`src/rtl/gpi_debounce_sync.sv`:
```
// gpi_debounce_sync
//   Conditions raw board inputs (buttons, switches, header pins) in the clk_sys
//   domain before they reach gp_i of the demo system. Each bit runs through a
//   SyncStages-deep synchroniser and then its own debounce FSM. The block
//   produces a clean level (gp_o) and single-cycle rise/fall pulses.
//
//   Optional feature macro: GPI_DEBOUNCE_IRQ_EN
//     defined   : sticky per-bit change flags (changed_o) with write-one-to-clear
//                 (clr_i), and irq_o as the OR of the flags.
//     undefined : changed_o = '0, irq_o = 0, clr_i ignored, no flag flops.
//   The port list is the same in both builds.

module gpi_debounce_sync #(
    parameter int unsigned      Width          = 5,
    parameter int unsigned      SyncStages     = 2,
    parameter int unsigned      DebounceCycles = 50000,
    parameter logic [Width-1:0] ResetVal       = '0
) (
    input  logic             clk_sys_i,
    input  logic             rst_sys_ni,
    input  logic [Width-1:0] gp_raw_i,
    output logic [Width-1:0] gp_o,
    output logic [Width-1:0] rise_o,
    output logic [Width-1:0] fall_o,
    input  logic [Width-1:0] clr_i,
    output logic [Width-1:0] changed_o,
    output logic             irq_o
);

    // Counter is just wide enough to hold DebounceCycles, so it never wraps:
    // it is cleared as soon as it reaches the terminal value.
    localparam int unsigned      CntW   = $clog2(DebounceCycles + 1);
    localparam logic [CntW-1:0]  CntMax = CntW'(DebounceCycles);
    localparam logic [CntW-1:0]  CntOne = CntW'(1);

    typedef enum logic {
        ST_STABLE   = 1'b0,
        ST_COUNTING = 1'b1
    } state_e;

    logic [Width-1:0] sync_r [SyncStages];
    logic [Width-1:0] sync_q_s;
    logic [Width-1:0] gp_r;
    logic [Width-1:0] rise_r;
    logic [Width-1:0] fall_r;

    // Plain flop chain on the raw pins; nothing sits between the stages.
    always_ff @(posedge clk_sys_i or negedge rst_sys_ni) begin
        if (!rst_sys_ni) begin
            for (int s = 0; s < SyncStages; s++) begin
                sync_r[s] <= ResetVal;
            end
        end else begin
            sync_r[0] <= gp_raw_i;
            for (int s = 1; s < SyncStages; s++) begin
                sync_r[s] <= sync_r[s-1];
            end
        end
    end

    assign sync_q_s = sync_r[SyncStages-1];

    for (genvar i = 0; i < Width; i++) begin : g_bit
        state_e          state_r;
        logic [CntW-1:0] cnt_r;
        logic            gp_bit_r;
        logic            rise_bit_r;
        logic            fall_bit_r;

        // Debounce FSM: the synced level must disagree with gp_o for
        // DebounceCycles+1 consecutive cycles before gp_o follows it.
        always_ff @(posedge clk_sys_i or negedge rst_sys_ni) begin
            if (!rst_sys_ni) begin
                state_r    <= ST_STABLE;
                cnt_r      <= '0;
                gp_bit_r   <= ResetVal[i];
                rise_bit_r <= 1'b0;
                fall_bit_r <= 1'b0;
            end else begin
                case (state_r)
                    ST_STABLE: begin
                        rise_bit_r <= 1'b0;
                        fall_bit_r <= 1'b0;
                        if (sync_q_s[i] != gp_bit_r) begin
                            state_r <= ST_COUNTING;
                            cnt_r   <= CntOne;
                        end else begin
                            cnt_r   <= '0;
                        end
                    end
                    ST_COUNTING: begin
                        if (sync_q_s[i] == gp_bit_r) begin
                            // Glitch: input went back before qualifying.
                            state_r    <= ST_STABLE;
                            cnt_r      <= '0;
                            rise_bit_r <= 1'b0;
                            fall_bit_r <= 1'b0;
                        end else if (cnt_r == CntMax) begin
                            // Qualified: the edge pulse appears in the same
                            // cycle that gp_o takes its new value.
                            state_r    <= ST_STABLE;
                            cnt_r      <= '0;
                            gp_bit_r   <= sync_q_s[i];
                            rise_bit_r <= sync_q_s[i];
                            fall_bit_r <= ~sync_q_s[i];
                        end else begin
                            cnt_r      <= cnt_r + CntOne;
                            rise_bit_r <= 1'b0;
                            fall_bit_r <= 1'b0;
                        end
                    end
                    default: begin
                        state_r    <= ST_STABLE;
                        cnt_r      <= '0;
                        rise_bit_r <= 1'b0;
                        fall_bit_r <= 1'b0;
                    end
                endcase
            end
        end

        assign gp_r[i]   = gp_bit_r;
        assign rise_r[i] = rise_bit_r;
        assign fall_r[i] = fall_bit_r;
    end

    assign gp_o   = gp_r;
    assign rise_o = rise_r;
    assign fall_o = fall_r;

`ifdef GPI_DEBOUNCE_IRQ_EN
    logic [Width-1:0] changed_r;

    // Sticky change flags: set by a registered edge pulse, cleared by clr_i;
    // a set in the same cycle as a clear keeps the flag high.
    always_ff @(posedge clk_sys_i or negedge rst_sys_ni) begin
        if (!rst_sys_ni) begin
            changed_r <= '0;
        end else begin
            changed_r <= (changed_r & ~clr_i) | rise_r | fall_r;
        end
    end

    assign changed_o = changed_r;
    assign irq_o     = |changed_r;
`else
    logic unused_clr_s;

    assign unused_clr_s = ^clr_i;
    assign changed_o    = '0;
    assign irq_o        = 1'b0;
`endif

endmodule

```
`config.mk`:
```
export PLATFORM = sky130hd
export DESIGN_NAME = gpi_debounce_sync
export DESIGN_NICKNAME = d
export VERILOG_FILES = /design/src/rtl/gpi_debounce_sync.sv
export SDC_FILE = /design/constraint.sdc
export NUM_CORES = 1
export LEC_CHECK = 0
export CAP_MARGIN = 10
export CELL_PAD_IN_SITES_DETAIL_PLACEMENT = 0
export CELL_PAD_IN_SITES_GLOBAL_PLACEMENT = 1
export CORE_MARGIN = 5
export CORE_UTILIZATION = 47
export DETAILED_ROUTE_END_ITERATION = 10
export GPL_ROUTABILITY_DRIVEN = 0
export PLACE_DENSITY_LB_ADDON = 0.1
export SETUP_SLACK_MARGIN = 0.1
export SLEW_MARGIN = 5
export SYNTH_ARGS = -nofsm -noshare
export SYNTH_HDL_FRONTEND = slang
export SYNTH_SLANG_ARGS = --single-unit
```
`constraint.sdc`:
```
create_clock -name clk_sys_i -period 1.9 [get_ports clk_sys_i]
set_input_delay 0.38 -clock clk_sys_i [delete_from_list [all_inputs] [get_ports clk_sys_i]]
set_output_delay 0.38 -clock clk_sys_i [all_outputs]
set_load 0.02 [all_outputs]
```
==> metrics.csv <==
metric;value;unit
synth-edff-count;0;
p_per_area;695;nW/um^2
grt_max_degree;49;
routed_wl;9.22;mm
clkLatencyLatePin;0.36;ns
clock_sinks;110;
tritoncts;yes;
yosysTopAreaCell;dfrtp_1;
setup_viol;0;
port_buffers;21;
power_leakage;2.38;nW
drc;0;
mostFrequentLayoutCell;dfrtp_1;
status;finished, final reports clean;
fp-row-count;38;
finalClockSkew;0.0114;ns
htreeDepth;3;
first_global_vias;3427;
ios;33;
min_period_over_period;91.2;%
path_cells;inv_1, ha_1, nor4bb_2, nand4_1, nor2_2, mux2_1;
place_inst;659;
yosysSeqAreaShare;52.7;%
drt-pass1-iter-count;4;
die_area;13300;um^2
finalWorstSetupSlack;0.166;ns
hold_path.class;reg2reg;
async_flop_share;100;%
final_cell_mix;106 x dfrtp_1, 80 x nor2_1, 51 x xnor2_1;
dr_total_vias;3481;
rsz0062_at_grt;yes;
fillers;982;
ys_seq_elements;110;
fin_tns_setup;0;ns
synth_area;5230;um^2
synth_flop_cell;dfrtp_1;
arrival;1.97;ns
max_stage_delay;0.47;ns
finish.cell_count_without_fillers;684;
grt_antenna_before_repair;0;
reg2reg_to;g_bit[0].gp_bit_r$_DFFE_PN0P_;
register_area;2760;um^2
startpoint_type;flip-flop;
finalMaxSlewViolations;0;
grt_overflow;0;
grt_use_total;14.8;%
wl_per_cell;13.5;um
die-width;115;um
multi_input_comb_area;2270;um^2
core_area;10900;um^2
synth_cell_types;32;
hold_depth;0;
cts_root_buffer;clkbuf_8;
cts_inserted_buffers;9;
hold_path_end;sync_q_s[1]$_DFF_PN0_;
ff2ff_setup_slack;0.17;ns
drt-initial-drc-count;176;
cp.required;2.14;ns
max_clock_freq;577;MHz
initial_utilization;48.0;%
synth_top_area_share;52.7;%
ant_nets;0;
via_per_inst;5.09;
synth_warnings;0;
syn_inst;508;
cts_buffer_depth;2;
vdd_drop_max;0.000577;V
end_kind;flip-flop;
cp_max_fo;7;
grt_pass1_wl;16.0;mm
worstSetupPathType;reg2reg;
dp_hpwl;6.27;mm
drive_gt1_share;10.5;%
utilization;54.3;%
antenna_cells;0;
avgSynthCellArea;10.3;um^2
crit_slowest_cell;dfrtp_2;
cap_viol_max_count;0;
rr_worst_depth;6;
chipHeight;115;um
clk_pin_slew_worst_paths;0.09;ns
synthTopCellsByArea;dfrtp_1 53%, xnor2_1 8.5%, nor2_1 6.0%;
period_needed;1.73;ns
area_delta_synth_final;13.2;%
hold_viol_final;0;
nNetsFinal;562;
r2r_start;g_bit[0].cnt_r[0]$_DFF_PN0_;
post-place-ws;0.108;ns
holdCritStartpoint;sync_r[6]$_DFF_PN0_;
synth_stat cells, types with 5 or more instances:
master and number:
o21ai_0 6, and3_1 5, and2_1 5, nand3_1 29, xnor2_1 51, inv_1 28
ha_1 10, nor4_1 18, o22ai_1 5, and4_1 6, dfrtp_1 110, nor3_1 18
nand4_1 24, nor2_1 84, nor4bb_1 10, buf_2 6, xor2_1 26, mux2_1 5
nand2_1 18, buf_4 21
sequential cells by signal, summed over array words and instances, names as in the netlist:
register          count
g_bit.cnt_r          80
g_bit.gp_bit_r        5
sync_r                5
sync_q_s              5
g_bit.fall_bit_r      5
g_bit.state_r         5
g_bit.rise_bit_r      5
how the worst max path moves through the flow:
| stage | start | end | slack (ns) |
|---|---|---|---|
| 3_3_place_gp | g_bit[4].cnt_r[0]$_DFF_PN0_ | g_bit[4].gp_bit_r$_DFFE_PN0P_ | 0.13 |
| 4_1_cts | g_bit[3].cnt_r[1]$_DFF_PN0_ | g_bit[3].gp_bit_r$_DFFE_PN0P_ | 0.10 |
| 5_1_grt | g_bit[0].cnt_r[0]$_DFF_PN0_ | g_bit[0].gp_bit_r$_DFFE_PN0P_ | 0.07 |
| 3_5_place_dp | g_bit[1].cnt_r[0]$_DFF_PN0_ | g_bit[1].gp_bit_r$_DFFE_PN0P_ | 0.11 |
| 6_report | g_bit[0].cnt_r[0]$_DFF_PN0_ | g_bit[0].gp_bit_r$_DFFE_PN0P_ | 0.17 |
| 2_1_floorplan | g_bit[4].cnt_r[0]$_DFF_PN0_ | g_bit[4].gp_bit_r$_DFFE_PN0P_ | 0.29 |
power breakdown:
group | switching (W) | internal [W] | leakage, nW
logic | 0.000174 | 0.000119 | 0.789
registers | 0.0000686 | 0.00240 | 1.49
clock network | 0.000738 | 0.000618 | 0.102
what timing repair did:
action | 4_1_cts | 5_1_grt
endpoints found under the setup margin | 7 | 41
gates cloned | 0 | 1
pin swaps | 3 | 8
endpoints found under the hold margin | 24 | 0
gates resized for setup | 5 | 18
hold buffers | 1 | 0
buffers inserted | 3 | 5
routing by layer:
layer,global-route usage [%],up-vias,wire length (um)
met4,4.07,0,80
met1,19.7,1677,4450
met5,0,-,0
met3,3.66,4,288
met2,24.2,38,4390
li1,-,1762,-
metrics by stage:
stage	area, um^2	hold slack, ns	total power [W]
after CTS	5800	0.363	0.00417
after global routing	5920	0.367	0.00432
final	5920	0.360	0.00411
after global placement	5580	0.313	0.00278
after detailed placement	5580	0.323	0.00278
after floorplan	5250	0.0844	0.00265
worst max-delay path: cells and delay by family, from the launching register on:
kind          cells  cell delay [ns]
buf+inv           1             0.07
fa+ha+maj         1             0.14
flops             1             0.47
simple gates      3             0.61
mux               1             0.33
final cells by class:
cell class | count | area share, %
Sequential cell | 110 | 46.6
Multi-Input combinational cell | 349 | 38.4
Timing Repair Buffer | 42 | 7.02
Clock buffer | 13 | 3.02
Tap cell | 140 | 2.96
Inverter | 28 | 1.78
Clock inverter | 2 | 0.233
cells by family (layout without fill, tap and decap cells):
family	after synthesis	in the layout	share of synthesized area, %
xor+xnor	77	77	12.9
compound gates	16	16	1.75
other cells	1	6	0.0717
mux	5	5	1.08
fa+ha+maj	10	10	2.39
simple gates	234	235	23.6
flops	110	110	52.7
buf+inv	55	85	5.60
No activity file was read; power rests on OpenSTA's default activity.
